File: src/rtl/led_pattern_pkg.sv
// Shared types for the LED pattern generator: pattern modes and bounce direction.
package led_pattern_pkg;

    typedef enum logic [1:0] {
        MODE_COUNT  = 2'd0,
        MODE_WALK   = 2'd1,
        MODE_BOUNCE = 2'd2,
        MODE_PWM    = 2'd3
    } mode_e;

    localparam mode_e MODE_RESET = MODE_COUNT;

    typedef enum logic {
        DIR_UP   = 1'b0,
        DIR_DOWN = 1'b1
    } dir_e;

endpackage

File: src/rtl/led_prescaler.sv
// Free-running prescaler: counts enabled cycles and flags the cycle that
// completes each 2^LOG2DELAY window (combinational step condition).
module led_prescaler #(
    parameter int LOG2DELAY = 25
) (
    input  logic                 clk,
    input  logic                 rst_n,
    input  logic                 enable,
    output logic [LOG2DELAY-1:0] count,
    output logic                 step
);

    logic [LOG2DELAY-1:0] count_q;
    logic [LOG2DELAY-1:0] count_d;

    // Advance only while enabled; wraps naturally from all-ones to zero.
    always_comb begin
        count_d = count_q;
        if (enable) begin
            count_d = count_q + 1'b1;
        end
    end

    // Counter register.
    always_ff @(posedge clk or negedge rst_n) begin
        if (!rst_n) begin
            count_q <= '0;
        end else begin
            count_q <= count_d;
        end
    end

    assign count = count_q;
    assign step  = enable & (&count_q);

endmodule

File: src/rtl/led_pattern_gen.sv
// Counter-driven LED pattern generator: binary count, walking one, bounce and
// PWM breathing on CHANNELS outputs, one pattern step per prescaler window.
// The requested mode is only sampled on a step; a changed mode starts from its
// initial state, an unchanged mode advances.
module led_pattern_gen
    import led_pattern_pkg::*;
#(
    parameter int CHANNELS  = 4,
    parameter int LOG2DELAY = 25,
    parameter int PWM_BITS  = 4
) (
    input  logic                clk,
    input  logic                rst_n,
    input  logic                enable,
    input  logic [1:0]          mode,
    output logic [CHANNELS-1:0] led,
    output logic                tick,
    output logic [1:0]          mode_active
);

    logic [LOG2DELAY-1:0] pre_count;
    logic                 step;

    led_prescaler #(
        .LOG2DELAY (LOG2DELAY)
    ) u_pre (
        .clk    (clk),
        .rst_n  (rst_n),
        .enable (enable),
        .count  (pre_count),
        .step   (step)
    );

    // Only the low PWM_BITS of the prescaler feed the duty comparison.
    logic pre_unused;
    assign pre_unused = ^pre_count;

    mode_e                mode_req;
    mode_e                mode_active_q, mode_active_d;
    logic [CHANNELS-1:0]  cnt_q,         cnt_d;
    logic [CHANNELS-1:0]  onehot_q,      onehot_d;
    dir_e                 dir_q,         dir_d;
    logic [PWM_BITS-1:0]  duty_q,        duty_d;
    logic [CHANNELS-1:0]  led_q,         led_d;
    logic                 tick_q,        tick_d;
    logic                 pwm_on;

    assign mode_req = mode_e'(mode);

    // Pattern state update on step events, and the next LED value every enabled cycle.
    always_comb begin
        mode_active_d = mode_active_q;
        cnt_d         = cnt_q;
        onehot_d      = onehot_q;
        dir_d         = dir_q;
        duty_d        = duty_q;
        led_d         = led_q;
        tick_d        = step;
        pwm_on        = 1'b0;

        if (step) begin
            mode_active_d = mode_req;
            if (mode_req != mode_active_q) begin
                unique case (mode_req)
                    MODE_COUNT:  cnt_d = '0;
                    MODE_WALK:   onehot_d = CHANNELS'(1);
                    MODE_BOUNCE: begin
                        onehot_d = CHANNELS'(1);
                        dir_d    = DIR_UP;
                    end
                    MODE_PWM:    duty_d = '0;
                endcase
            end else begin
                unique case (mode_active_q)
                    MODE_COUNT:  cnt_d = cnt_q + CHANNELS'(1);
                    MODE_WALK:   onehot_d = (onehot_q << 1) | (onehot_q >> (CHANNELS - 1));
                    MODE_BOUNCE: begin
                        // A single channel has nowhere to move; it simply stays lit.
                        if (CHANNELS == 1) begin
                            onehot_d = onehot_q;
                        end else if (dir_q == DIR_UP) begin
                            if (onehot_q[CHANNELS-1]) begin
                                dir_d    = DIR_DOWN;
                                onehot_d = onehot_q >> 1;
                            end else begin
                                onehot_d = onehot_q << 1;
                            end
                        end else begin
                            if (onehot_q[0]) begin
                                dir_d    = DIR_UP;
                                onehot_d = onehot_q << 1;
                            end else begin
                                onehot_d = onehot_q >> 1;
                            end
                        end
                    end
                    MODE_PWM:    duty_d = duty_q + PWM_BITS'(1);
                endcase
            end
        end

        // On a step the prescaler low bits are all ones, so the PWM output is
        // off regardless of duty; using duty_d keeps the entry value at 0.
        pwm_on = (pre_count[PWM_BITS-1:0] < duty_d);

        if (enable) begin
            unique case (mode_active_d)
                MODE_COUNT:  led_d = cnt_d;
                MODE_WALK:   led_d = onehot_d;
                MODE_BOUNCE: led_d = onehot_d;
                MODE_PWM:    led_d = {CHANNELS{pwm_on}};
            endcase
        end
    end

    // Pattern and output registers.
    always_ff @(posedge clk or negedge rst_n) begin
        if (!rst_n) begin
            mode_active_q <= MODE_RESET;
            cnt_q         <= '0;
            onehot_q      <= CHANNELS'(1);
            dir_q         <= DIR_UP;
            duty_q        <= '0;
            led_q         <= '0;
            tick_q        <= 1'b0;
        end else begin
            mode_active_q <= mode_active_d;
            cnt_q         <= cnt_d;
            onehot_q      <= onehot_d;
            dir_q         <= dir_d;
            duty_q        <= duty_d;
            led_q         <= led_d;
            tick_q        <= tick_d;
        end
    end

    assign led         = led_q;
    assign tick        = tick_q;
    assign mode_active = mode_active_q;

endmodule

File: config.mk
export PLATFORM = sky130hd
export DESIGN_NAME = led_pattern_gen
export DESIGN_NICKNAME = d
export VERILOG_FILES = /design/src/rtl/led_pattern_pkg.sv /design/src/rtl/led_prescaler.sv /design/src/rtl/led_pattern_gen.sv
export SDC_FILE = /design/constraint.sdc
export NUM_CORES = 1
export LEC_CHECK = 0
export CAP_MARGIN = 10
export CELL_PAD_IN_SITES_DETAIL_PLACEMENT = 0
export CELL_PAD_IN_SITES_GLOBAL_PLACEMENT = 1
export CORE_UTILIZATION = 47
export DETAILED_ROUTE_END_ITERATION = 16
export GPL_TIMING_DRIVEN = 0
export PLACE_DENSITY = 0.76
export REMOVE_ABC_BUFFERS = 1
export SYNTH_ARGS = -nofsm -noshare
export SYNTH_HDL_FRONTEND = slang
export SYNTH_HIERARCHICAL = 1
export SYNTH_SLANG_ARGS = --single-unit
File: constraint.sdc
create_clock -name clk -period 4.1 [get_ports clk]
set_clock_uncertainty 0.05 [all_clocks]
set_input_delay 0.615 -clock clk [delete_from_list [all_inputs] [get_ports clk]]
set_output_delay 0.615 -clock clk [all_outputs]
set_load 0.1 [all_outputs]
# ---- Word-level counts from Yosys, hierarchy flattened
# Index checks and enable logic that the tools add are counted.
dict set report totals {
  ramBits 0
  memories 0
  regBits 45
  wordCells 56
  input_bits 5
  romBits 0
  latchBits 0
}
dict set report classes {
  n_bitwise 2
  n_eq_ne 11
  order_cmp 1
  mux 23
  div 0
  n_reduce_logical 8
  shift 0
  mul 0
  add_sub_neg 3
}
# op n
set ops {}
lappend ops {{2-to-1 mux 4 bit} 14}
lappend ops {{adder 25 x 1 -> 25 bit (second input constant)} 1}
lappend ops {{AND reduction 25 bit} 1}
lappend ops {{== test 2 bit (second input constant)} 6}
lappend ops {{case mux 4 bit (3 select lines)} 1}
lappend ops {{adder 4 x 1 -> 4 bit (second input constant)} 2}
lappend ops {{case mux 4 bit (2 select lines)} 1}
lappend ops {{== test 2 x 1 -> 1 bit (second input constant)} 3}
lappend ops {{zero test 2 bit} 3}
lappend ops {{2-to-1 mux 1 bit} 6}
lappend ops {{< comparator 4 bit} 1}
lappend ops {{bitwise OR 4 x 1 -> 4 bit} 1}
lappend ops {{OR reduction 2 bit} 2}
lappend ops {{AND reduction 3 bit} 1}
lappend ops {{2-to-1 mux 2 bit} 1}
lappend ops {{inequality test 2 x 1 -> 1 bit (second input constant)} 1}
lappend ops {{inequality test 2 bit} 1}
lappend ops {{nonzero test 2 bit} 1}
lappend ops {{AND 1 bit} 1}

# ---- Logic depth before layout (Yosys ltp)
dict set report depth {
  depth_word 6
  depth_mapped 17
}

# ---- Cells and area by module
# The synthesis kept the hierarchy.
# mod area_per_inst_um2 cells_each n_inst seq_area_each_um2
set modules_own_cells {}
lappend modules_own_cells {led_pattern_gen 1327.5 148 1 501.7}
lappend modules_own_cells {led_prescaler 1117.3 94 1 625.6}

# ---- Worst setup path after synthesis
# No wires, ideal clock.
dict set report synth_timing {
  kind {input-to-reg}
  start {in enable}
  end {reg led_q[0], in the netlist led[0]}
  cell_stages 15
  t_arrival_ns 3.445
  n_path_buf 2
  t_required_ns 3.958
  setup_slack_ns 0.513
  path_cell_list {nand4_4 -> nor3_2 -> and4_1 -> buf_2 -> clkbuf_1 -> nor3b_1 -> a21oi_1 -> o21ai_0 -> inv_1 -> ha_1 -> and4_1 -> and2_1 -> a211o_1 -> a21boi_1 -> o31ai_2}
}
# item line_no
set synth_rtl {}
lappend synth_rtl {{from (decl)} led_pattern_gen.sv:14} ;# input logic enable,
lappend synth_rtl {{AND 1 bit} led_prescaler.sv:34} ;# assign step = enable & (&count_q);
lappend synth_rtl {{named net step} led_pattern_gen.sv:22} ;# logic step;
lappend synth_rtl {{2-to-1 mux 4 bit} led_pattern_gen.sv:61} ;# if (step) begin
lappend synth_rtl {{named net duty_d[3]} led_pattern_gen.sv:43} ;# logic [PWM_BITS-1:0] duty_q, duty_d;
lappend synth_rtl {{< comparator 4 bit} led_pattern_gen.sv:104} ;# pwm_on = (pre_count[PWM_BITS-1:0] < duty_d);
lappend synth_rtl {{case mux 4 bit (3 select lines)} led_pattern_gen.sv:107} ;# unique case (mode_active_d)
lappend synth_rtl {{to (signal assigned)} led_pattern_gen.sv:132} ;# led_q <= led_d;
lappend synth_rtl {{to (decl)} led_pattern_gen.sv:44} ;# logic [CHANNELS-1:0] led_q, led_d;
# The timed path passes the listed nets, and every way through them passes these cells.
# A chain may end at the register's enable or synchronous reset.

# ---- Worst setup path after layout
dict set report layout_timing {
  start {reg u_pre.count_q[0], in the netlist u_pre/count[0]}
  end {reg led_q[0], in the netlist led[0]}
}
# item line_no
set layout_rtl {}
lappend layout_rtl {{from (decl)} led_prescaler.sv:13} ;# logic [LOG2DELAY-1:0] count_q;
lappend layout_rtl {{from (signal assigned)} led_prescaler.sv:29} ;# count_q <= count_d;
lappend layout_rtl {{AND reduction 25 bit} led_prescaler.sv:34}
lappend layout_rtl {{AND 1 bit} led_prescaler.sv:34}
lappend layout_rtl {{named net step} led_pattern_gen.sv:22}
lappend layout_rtl {{2-to-1 mux 4 bit} led_pattern_gen.sv:61}
lappend layout_rtl {{named net duty_d[2]} led_pattern_gen.sv:43}
lappend layout_rtl {{< comparator 4 bit} led_pattern_gen.sv:104}
lappend layout_rtl {{case mux 4 bit (3 select lines)} led_pattern_gen.sv:107}
# The timed path passes the listed nets, and every way through them passes these cells.

==> impl_metrics.tcl <==
set metrics [dict create \
    status "finished clean" \
    cp_slowest_cell "dfrtp_1" \
    syn_to_final_growth_pct 12.5 \
    drt_wl_total_mm 4.73 \
    syn_avg_cell_area_sq_um 10.1 \
    worst_pin_slew_ns 0.965 \
    crit_path_max_incr_delay_ns 0.49 \
    yosysSeqAreaShare_pct 46.1 \
    peakVddDrop_mv 0.593 \
    fillCellCount 434 \
    netlist.area_leader.share_pct 45.0 \
    num_io_pins 12 \
    p_comb_share_pct 30.9 \
    ys_top_cells_by_area "dfrtp_1 (45%), ha_1 (7.7%), xnor2_1 (7.2%)" \
    synth_ff_type "dfrtp_1" \
    whs_ns 0.160 \
    first_pass_iters 4 \
    final_nets 281 \
    port-buffer-count 11 \
    synth_commonest_cells "dfrtp_1 (44), nand2_1 (29), xnor2_1 (20)" \
    cts_buffer_depth 2 \
    yosysWarnings 6 \
    drive_gt1_share_pct 8.78 \
    dp.final_hpwl_mm 3.24 \
    ff2ff_setup_slack_ns 0.35 \
    cp_data_arrival_time_ns 3.91 \
    track_usage_pct 19.3 \
    max-cap-violations 0 \
    gp_congestion 0.865 \
    worstSetupPathType "reg2reg" \
    vias 1776 \
    netlist_instances 242 \
    crit_chain "ha_1 > nand4_1 > nor3_4 > and4_4 > nor3b_1 > a21oi_1 > o21ai_0 > inv_1 > ha_1 > and4_1 > and2_1 > a211o_1 > a21boi_1 > o31ai_2" \
    swShare_pct 38.7 \
    min_period_ns 3.75 \
    routedWlPerCell_um 14.4 \
    viasPerCell 5.40 \
    p_leak_uw 0.00116 \
    synth_area_sq_um 2440 \
    coreArea_sq_um 4850 \
    ant_nets 0 \
    drc 0 \
    post-route-period-util_pct 91.5 \
    antenna_found_initial 0 \
    async_reset_ff_share_pct 100 \
    ys_seq_elements 45 \
    critPathMaxFanout 10 \
    drt_iter0_markers 100 \
    clk_pin_slew_ns 0.08 \
    clkSinkCount 45 \
    final_util_pct 56.7 \
    synth_top_area_cell "dfrtp_1" \
    chipHeight_um 74.1 \
    clock-root-buffer "clkbuf_8" \
    setup_viol 0 \
    cp.required_ns 4.26 \
    power_density_nw_per_um2 441 \
    seq_area_sq_um 1130 \
    yosysUniqueCellTypes 46 \
    crit_path_end_kind "register" \
    grt_max_degree 35 \
    grt_setup_unrepaired "no" \
    hold_viol 0 \
    die_area_sq_um 5490 \
    insertion_delay_ns 0.29 \
    yosysMostFrequentCell "dfrtp_1" \
    grt_overflow 0 \
    rows 25 \
    cts-hold-fix-buffers 0 \
    initial_core_util_pct 50.4 \
    pwr-share-clk_pct 22.1 \
    seqPwrFrac_pct 47.0 \
    cts_tree "done" \
    htree_levels 2 \
    startpoint_type "register" \
    synth_edf_count 0 \
    min_path_type "in2async" \
    p_sw_uw 469 \
    diodes 0 \
    total_power_uw 1210 \
    tns_ns 0 \
    grt_pass1_wl_mm 8.08 \
    max_freq_mhz 267 \
    finalMaxSlewViolations 0 \
    multiInputGateArea_sq_um 1250 \
    cts_buffers 5 \
    first_global_vias 1704 \
    internal_power_uw 744 \
    maxSlewHeadroom_pct 35.5 \
    crit_top_cell "ha_1" \
    fp.dieW_um 74.1 \
]
## cells in the final DEF, fill, tap and decap left out, types with 4 or more instances in the layout
| master | instances |
|---|---|
| dfrtp_1 | 44 |
| nand2_1 | 29 |
| xnor2_1 | 20 |
| inv_1 | 18 |
| ha_1 | 15 |
| o21ai_0 | 12 |
| nand4_1 | 12 |
| a21oi_1 | 10 |
| nor2_1 | 10 |
| clkdlybuf4s50_1 | 9 |
| nand3_1 | 9 |
| xor2_1 | 6 |
| nand2b_1 | 5 |
| clkbuf_8 | 5 |
| nor3b_1 | 4 |
## power groups by stage
stage,logic (uW),clock network [uW],registers [uW]
2_1_floorplan,145,0,704
3_3_place_gp,369,0,576
3_5_place_dp,374,0,579
4_1_cts,376,277,570
5_1_grt,406,296,577
6_report,375,268,570
## routing by layer
metal  GRT usage (%)  up-vias  wire length (um)
met5               0        -                 0
met4            5.77        0                71
met3            3.66        9               172
met2            27.3       33              1930
met1            29.9      839              2560
li1                -      895                 -
## kinds of logic (layout without fill, tap and decap cells)
group / Yosys count / in the layout / share of synthesized area [%]
AND/OR/NAND/NOR: 86 / 87 / 19.4
AO/OA/AOI/OAI: 47 / 47 / 13.1
flip-flops: 45 / 45 / 46.1
XOR/XNOR: 26 / 26 / 9.31
buffers and inverters: 21 / 40 / 3.58
adder cells (fa/ha/maj): 15 / 15 / 7.68
multiplexers: 2 / 2 / 0.870
## state kept, by name (all words and copies together), names as in the netlist
register and count:
onehot_q 4, duty_q 4, dir_q 1, mode_active 2, tick 1, led 4
u_pre/count 25, cnt_q 4
## worst paths after layout
kind | startpoint | end | cells past startpoint
max in group asynchronous | rst_n | led[2]$_DFFE_PN0P_ | 2
setup reg to reg | u_pre/count[0]$_DFFE_PN0P_ | led[0]$_DFFE_PN0P_ | 14
hold reg to reg | u_pre/count[23]$_DFFE_PN0P_ | u_pre/count[23]$_DFFE_PN0P_ | 1
hold / removal | rst_n | duty_q[1]$_DFF_PN0_ | 1
min in group clk | u_pre/count[23]$_DFFE_PN0P_ | u_pre/count[23]$_DFFE_PN0P_ | 1
setup / recovery | u_pre/count[0]$_DFFE_PN0P_ | led[0]$_DFFE_PN0P_ | 14
## worst max-delay path: cells and delay by family, from the launching register on
kind	cells	cell delay, ns
flops	1	0.49
compound gates	5	1.01
fa+ha+maj	2	0.55
simple gates	6	1.51
buf+inv	1	0.08
## metrics by stage
step / setup slack (ns) / cells / cell area (sq um)
after detailed placement: -0.843 / 318 / 2630
after floorplan: 0.650 / 239 / 2420
final: 0.351 / 329 / 2750
after global placement: -0.833 / 317 / 2620
after CTS: 0.0199 / 326 / 2720
after global routing: 0.0147 / 329 / 2750
## area by class of cell
cell class | instances | area share [%]
Clock buffer | 6 | 2.64
Clock inverter | 2 | 0.364
Inverter | 18 | 2.46
Multi-Input combinational cell | 177 | 45.6
Sequential cell | 45 | 41.0
Tap cell | 67 | 3.05
Timing Repair Buffer | 14 | 4.91
## timing repair
action                                  in CTS  in global routing
gates resized for setup                      4                  3
buffers inserted                             0                  2
endpoints found under the setup margin       4                  4
pin swaps                                    0                  2
gates cloned                                 0                  1
Note: power is estimated with default switching activity, not from simulation.
